### config.mk
export PLATFORM = sky130hd
export DESIGN_NAME = div_seq
export DESIGN_NICKNAME = d
export VERILOG_FILES = /design/src/rtl/div_seq.sv
export SDC_FILE = /design/constraint.sdc
export NUM_CORES = 1
export LEC_CHECK = 0
export CELL_PAD_IN_SITES_DETAIL_PLACEMENT = 0
export CELL_PAD_IN_SITES_GLOBAL_PLACEMENT = 1
export CORE_MARGIN = 4
export CORE_UTILIZATION = 40
export DETAILED_ROUTE_END_ITERATION = 12
export PLACE_DENSITY_LB_ADDON = 0.1
export SYNTH_ARGS = -nofsm -noshare
export SYNTH_HDL_FRONTEND = slang
export SYNTH_SLANG_ARGS = --single-unit
### constraint.sdc
create_clock -name clk_i -period 5.61 [get_ports clk_i]
set_clock_uncertainty 0.05 [all_clocks]
set_input_delay 1.122 -clock clk_i [delete_from_list [all_inputs] [get_ports clk_i]]
set_output_delay 1.122 -clock clk_i [all_outputs]
set_load 0.02 [all_outputs]
### src/rtl/div_seq.sv
// ---------------------------------------------------------------------------
// div_seq
//   Multicycle radix-2 restoring integer divider for the HI/LO unit.
//   Produces one quotient bit per clock. Latency is fixed at WIDTH+1 edges
//   from an accepted start for a nonzero divisor, and 1 edge for a zero
//   divisor. The latency does not depend on the operand values or on the
//   signed/unsigned mode.
//
// Ports
//   clk_i         clock; all state changes on the rising edge
//   reset_i       synchronous, active-high reset
//   start_i       operation request; only sampled while idle
//   div_signed_i  1 = two's-complement operands, 0 = unsigned
//   dividend_i    numerator, captured with start
//   divisor_i     denominator, captured with start
//   busy_o        operation in progress
//   done_o        one-cycle pulse; hi_o/lo_o hold the new results
//   div_zero_o    last operation had a zero divisor (held until next start)
//   hi_o          remainder (takes the sign of the dividend)
//   lo_o          quotient (truncated toward zero)
// ---------------------------------------------------------------------------
module div_seq #(
  parameter int WIDTH = 32
) (
  input  logic             clk_i,
  input  logic             reset_i,
  input  logic             start_i,
  input  logic             div_signed_i,
  input  logic [WIDTH-1:0] dividend_i,
  input  logic [WIDTH-1:0] divisor_i,
  output logic             busy_o,
  output logic             done_o,
  output logic             div_zero_o,
  output logic [WIDTH-1:0] hi_o,
  output logic [WIDTH-1:0] lo_o
);

  localparam int CNT_W = $clog2(WIDTH);

  typedef enum logic [1:0] {IDLE, CALC, FIX} state_t;

  state_t             state_q;
  logic [CNT_W-1:0]   cnt_q;
  // Partial remainder carries one extra bit so the shifted value can be
  // compared against the divisor magnitude without overflowing.
  logic [WIDTH:0]     rem_q;
  // Holds the dividend magnitude at start; quotient bits shift in from the
  // bottom while dividend bits leave from the top.
  logic [WIDTH-1:0]   quo_q;
  logic [WIDTH-1:0]   dvs_q;
  logic [WIDTH-1:0]   hi_q;
  logic [WIDTH-1:0]   lo_q;
  logic               neg_quo_q;
  logic               neg_rem_q;
  logic               zero_q;
  logic               busy_q;
  logic               done_q;
  logic               div_zero_q;

  logic               dvd_neg_d;
  logic               dvs_neg_d;
  logic [WIDTH-1:0]   dvd_mag_d;
  logic [WIDTH-1:0]   dvs_mag_d;
  logic [WIDTH:0]     shift_d;
  logic [WIDTH:0]     rem_d;
  logic [WIDTH-1:0]   quo_d;
  logic               ge_d;
  logic [WIDTH-1:0]   lo_d;
  logic [WIDTH-1:0]   hi_d;

  // The remainder never reaches the top bit after a step, so only the
  // low WIDTH bits are shifted back in.
  logic               unused_rem_msb;
  assign unused_rem_msb = rem_q[WIDTH];

  always_comb begin
    dvd_neg_d = div_signed_i & dividend_i[WIDTH-1];
    dvs_neg_d = div_signed_i & divisor_i[WIDTH-1];
    // The most-negative value maps onto itself, which is its correct
    // unsigned magnitude.
    dvd_mag_d = dvd_neg_d ? -dividend_i : dividend_i;
    dvs_mag_d = dvs_neg_d ? -divisor_i  : divisor_i;

    shift_d   = {rem_q[WIDTH-1:0], quo_q[WIDTH-1]};
    ge_d      = (shift_d >= {1'b0, dvs_q});
    rem_d     = ge_d ? (shift_d - {1'b0, dvs_q}) : shift_d;
    quo_d     = {quo_q[WIDTH-2:0], ge_d};

    lo_d      = neg_quo_q ? -quo_q : quo_q;
    hi_d      = neg_rem_q ? -rem_q[WIDTH-1:0] : rem_q[WIDTH-1:0];
  end

  always_ff @(posedge clk_i) begin
    if (reset_i) begin
      state_q    <= IDLE;
      cnt_q      <= '0;
      rem_q      <= '0;
      quo_q      <= '0;
      dvs_q      <= '0;
      hi_q       <= '0;
      lo_q       <= '0;
      neg_quo_q  <= 1'b0;
      neg_rem_q  <= 1'b0;
      zero_q     <= 1'b0;
      busy_q     <= 1'b0;
      done_q     <= 1'b0;
      div_zero_q <= 1'b0;
    end else begin
      done_q <= 1'b0;
      case (state_q)
        IDLE: begin
          if (start_i) begin
            div_zero_q <= 1'b0;
            busy_q     <= 1'b1;
            if (divisor_i == '0) begin
              // Preload the FIX stage so it emits all-ones / raw dividend
              // through the same path as a normal result.
              zero_q    <= 1'b1;
              rem_q     <= {1'b0, dividend_i};
              quo_q     <= '1;
              dvs_q     <= '0;
              neg_quo_q <= 1'b0;
              neg_rem_q <= 1'b0;
              state_q   <= FIX;
            end else begin
              zero_q    <= 1'b0;
              rem_q     <= '0;
              quo_q     <= dvd_mag_d;
              dvs_q     <= dvs_mag_d;
              neg_quo_q <= dvd_neg_d ^ dvs_neg_d;
              neg_rem_q <= dvd_neg_d;
              cnt_q     <= CNT_W'(WIDTH - 1);
              state_q   <= CALC;
            end
          end
        end
        CALC: begin
          rem_q <= rem_d;
          quo_q <= quo_d;
          if (cnt_q == '0) begin
            state_q <= FIX;
          end else begin
            cnt_q <= cnt_q - CNT_W'(1);
          end
        end
        FIX: begin
          lo_q       <= lo_d;
          hi_q       <= hi_d;
          div_zero_q <= zero_q;
          done_q     <= 1'b1;
          busy_q     <= 1'b0;
          state_q    <= IDLE;
        end
        default: begin
          state_q <= IDLE;
        end
      endcase
    end
  end

  assign busy_o     = busy_q;
  assign done_o     = done_q;
  assign div_zero_o = div_zero_q;
  assign hi_o       = hi_q;
  assign lo_o       = lo_q;

endmodule

== After elaboration in Yosys (flattened, before gate mapping) ==
Index checks and enable logic that the tools add are counted.

* Bits in registers: 173
* Output and inout port bits: 67
* Logic and storage cells: 67

* Add/subtract/negate cells: 6
* Magnitude comparators: 1
* Eq/ne operators: 6
* Multiplexer cells: 28
* Bitwise operators: 3
* Reductions and logical operators: 10

{| class="wikitable"
|+ Operators by type and width
! cell !! count
|-
| $mux 32 || 10
|-
| $neg 32->32 || 4
|-
| $pmux 32 s2 || 2
|-
| $ge 33x32->1 || 1
|-
| $logic_not 32->1 || 1
|-
| $sub 32x32->32 || 1
|-
| $mux 5 || 3
|-
| $pmux 5 s2 || 1
|-
| $ne 2x2->1 const B || 4
|-
| $reduce_and 2->1 || 4
|-
| $mux 1 || 6
|-
| $mux 2 || 3
|-
| $logic_not 5->1 || 1
|-
| $sub 5x1->5 const B || 1
|-
| $pmux 1 s2 || 2
|-
| $pmux 2 s2 || 1
|-
| $reduce_and 4->1 || 1
|-
| $reduce_bool 2->1 || 2
|-
| $and 1x1->1 || 2
|-
| $eq 2x1->1 const B || 1
|-
| $eq 2x2->1 const B || 1
|-
| $logic_not 2->1 || 1
|-
| $xor 1x1->1 || 1
|}

== Logic depth before layout (Yosys ltp) ==
* Depth in word-level cells: 5
* Mapped depth: 14
* Gate-level depth less buffers: 12

== Least setup slack after synthesis ==
Ideal clock, no wire load.

* Kind: input port to flip-flop
* Start: in divisor_i[25]
* End: reg rem_q[28]
* Arrival: 3.303 ns
* Data required time: 5.495 ns
* Path slack: 2.192 ns
* Stages: 9
* Path buffers: 1
* Path through: or4_4 or4_4 nor4_1 and2_1 buf_4 a21oi_2 nor3b_1 or4_1 nor2_1

* Word-level cells in the longest chain between the ends: 4

{| class="wikitable"
|+ RTL lines
! what !! line !! source
|-
| start: declaration || 30 || <nowiki>input logic [WIDTH-1:0] divisor_i,</nowiki>
|-
| $logic_not 32->1 || 115 || <nowiki>if (divisor_i == '0) begin</nowiki>
|-
| $mux 32 || 115 ||
|-
| $mux 32 || 112 || <nowiki>if (start_i) begin</nowiki>
|-
| $pmux 32 s2 || 110 || <nowiki>case (state_q)</nowiki>
|-
| end signal: assignment || 119 || <nowiki>rem_q <= {1'b0, dividend_i};</nowiki>
|-
| end signal: assignment || 138 || <nowiki>rem_q <= rem_d;</nowiki>
|-
| end: declaration || 46 || <nowiki>logic [WIDTH:0] rem_q;</nowiki>
|}

Every way passes these cells. The select of a mux whose other input is x is not followed.
A chain may end at the register's enable or synchronous reset.

== Final worst setup path ==
* Start: in divisor_i[25]
* End: reg rem_q[29]

The elaborated chain is that of the path after synthesis.

==> run summary <==
clock sinks: 173
DRC viols: 0
final wirelength: 35.9 mm
most frequent cells in the layout: dfxtp_1 (173), nor2_1 (141), clkdlybuf4s50_1 (133)
Bufs and invs on worst path: 3
Max-Cap Viols: 0
Data arrival, critical path: 4360 ps
crit path launch: divisor_i[25]
first-pass iteration count of the detailed router: 5
Fin Hold WS: 404 ps
Detail Placement HPWL: 27.2 mm
All-Layer GR Usage: 22.9%
most common cell after layout, fill and taps aside: dfxtp_1
delay-heaviest family, CP: simple AND/OR/NAND/NOR gates
Yosys reg bits: 173
Syn Inst Count: 1422
min Tclk post-route: 4100 ps
DRT antenna net count: 0
Rel. slew slack: 22.7%
largest net degree at the start of global routing: 89
Total Power: 5.57 mW
synthesized area: 0.0111 mm²
area grow syn2layout: 19.9%
crit path launch type: input pin
Die Height: 175 µm
Unique masters post-synth: 66
crit path kind: in2reg
gr ovfl total: 0
via/cell ratio: 5.64
initial antenna violation count: 0
chip width: 175 µm
Antenna Cells: 0
Hold WC Path Type: reg2reg
IO buf count: 134
Tcrit/Tclk final: 73.0%
Power Dens Cells: 417 mW/mm²
fin cells: 1888
LEAKAGE: 4.85 nW
Post-CTS Resized: 0
synth warn: 0
clock buffer depth: 2
Initial Utilization: 41.0%
setup violators final: 0
Peak VDD IR: 0.233 mV
Syn Area/Cell: 7.83 µm²
Hold Crit Start: hi_o[26]$_SDFFE_PP0P_
setup_tns: 0 ps
post-synthesis sequential area ratio: 31.1%
Hold Path Depth: 2
DR WL/cell: 19.0 µm
placed cell count: 1857
Main synth FF type: dfxtp_1
CTS tree: done
number of global-route vias before repair: 9943
crit-path max FO: 31
Cell Rows: 60
final hold vios: 0
CP max stage delay: 590 ps
R2R cell count: 12
Post-synth EDFFs: 0
die area: 0.0306 mm²
clock-pin slew on the worst setup and hold paths: 70 ps
unrepaired setup endpoints after global routing: false
CTS H-tree lvls: 4
GPL Wtd Cong: 0.895
Worst-Skew Late Latency: 440 ps
Vias: 10.6k
Layout Nets: 1611
I/O pin count: 135
worst slew pin tran: 1160 ps
CTS Buf Count: 17
reg2reg start: quo_q[31]$_SDFFE_PP0P_
area of the core: 0.0272 mm²
Slew Limit Fails: 0
Cell Chain, Critical Path: clkdlybuf4s50_1 -> or4_4 -> or4_4 -> nor4_2 -> buf_4 -> and2_1 -> buf_4 -> a21oi_1 -> a2111oi_0
initial DRC count: 870
Post-synth ARST share: 0%
layout cells sized above 1: 4.68%
Critical Path Stages: 9
CP max stage cell: or4_4
syn_nets: 1529
Worst EP required: 5870 ps
outcome: completed
Worst Setup End Kind: flip-flop
Setup Fix Bufs, Post-CTS: 0
clk root buf: clkbuf_16
fmax: 0.244 GHz
hold buffers post-CTS: 0
first-pass GRT wire length: 56.4 mm
==> cell families after synthesis <==
| group | share of synthesized area, % |
|---|---|
| buf+inv | 5.10 |
| fa+ha+maj | 4.45 |
| simple gates | 18.4 |
| mux | 1.64 |
| xor+xnor | 11.3 |
| flops | 31.1 |
| compound gates | 28.0 |
==> cell type report <==
class	instances	area [µm²]
inverters	57	214
clock buffers	18	439
clock inverters	13	153
multi-input cells	1102	7140
fillers	2754	13800
well taps	372	465
flip-flops and latches	173	3460
repair buffers	153	1480
==> metal layers <==
| layer | up-vias | part of all wire (%) | global-route usage (%) |
|---|---|---|---|
| li1 | 5392 | - | - |
| met1 | 4921 | 46 | 31.5 |
| met2 | 299 | 48 | 38.9 |
| met3 | 37 | 4.6 | 2.03 |
| met4 | 0 | 1.4 | 5.50 |
| met5 | - | 0 | 0 |
==> registers in the layout, indices dropped and copies added, names as in the netlist <==
register    cells
dvs_q          32
hi_o           32
lo_o           32
quo_q          32
rem_q          32
cnt_q           5
state_q         2
busy_o          1
div_zero_o      1
done_o          1
neg_quo_q       1
neg_rem_q       1
zero_q          1
==> worst paths after layout <==
path | endpoint | slack (ps)
worst min register to register | hi_o[26]$_SDFFE_PP0P_ | 400
worst max-delay path | rem_q[29]$_SDFFE_PP0P_ | 1510
worst max register to register | rem_q[16]$_SDFFE_PP0P_ | 1850
worst min-delay path | hi_o[26]$_SDFFE_PP0P_ | 400
==> synthesized netlist by cell type, drive strengths merged (4+ instances only) <==
| cell | n | area, µm² |
|---|---|---|
| dfxtp | 173 | 3460 |
| nor2 | 144 | 541 |
| a21oi | 133 | 669 |
| nand2 | 109 | 409 |
| xor2 | 83 | 727 |
| o21ai | 78 | 390 |
| clkbuf | 77 | 289 |
| a211oi | 61 | 458 |
| xnor2 | 61 | 534 |
| inv | 57 | 214 |
| ha | 38 | 475 |
| nor3 | 37 | 185 |
| a22o | 35 | 307 |
| o31ai | 29 | 218 |
| a22oi | 24 | 180 |
| nand3 | 21 | 105 |
| a31oi | 18 | 113 |
| or3 | 18 | 113 |
| o41ai | 17 | 149 |
| or4 | 17 | 135 |
| mux2i | 16 | 160 |
| nor4 | 16 | 100 |
| buf | 13 | 65.1 |
| and3 | 12 | 75.1 |
| nand2b | 12 | 75.1 |
| o21a | 10 | 75.1 |
| a21o | 9 | 67.6 |
| a221oi | 8 | 70.1 |
| a311oi | 8 | 70.1 |
| nand3b | 8 | 60.1 |
| nor2b | 8 | 50.1 |
| or2 | 7 | 43.8 |
| o211ai | 6 | 45.0 |
| a211o | 5 | 43.8 |
| and2 | 5 | 31.3 |
| nor4b | 5 | 43.8 |
| o21bai | 5 | 37.5 |
| a2111oi | 4 | 41.3 |
| nand4 | 4 | 25.0 |
| o22ai | 4 | 25.0 |
==> power breakdown <==
group	switching, mW	leakage [nW]	internal [mW]
Combinational	1.64	3.15	1.08
Sequential	0.230	1.41	1.38
Clock	0.557	0.286	0.677
==> tightest hold or removal path, stage by stage (launching register included) <==
cell	delay, ps
dfxtp_1	310
nand2_1	50
a21oi_1	50
==> stage by stage <==
step,instance area [µm²],utilization [%],worst slack (ps)
floorplan,11100,-,2190
global placement,12800,47.0,1220
detailed placement,12800,47.0,1120
CTS,13400,49.1,1540
global route,13400,49.1,1230
finish,13400,49.1,1510
(Power assumes the default switching activity.)
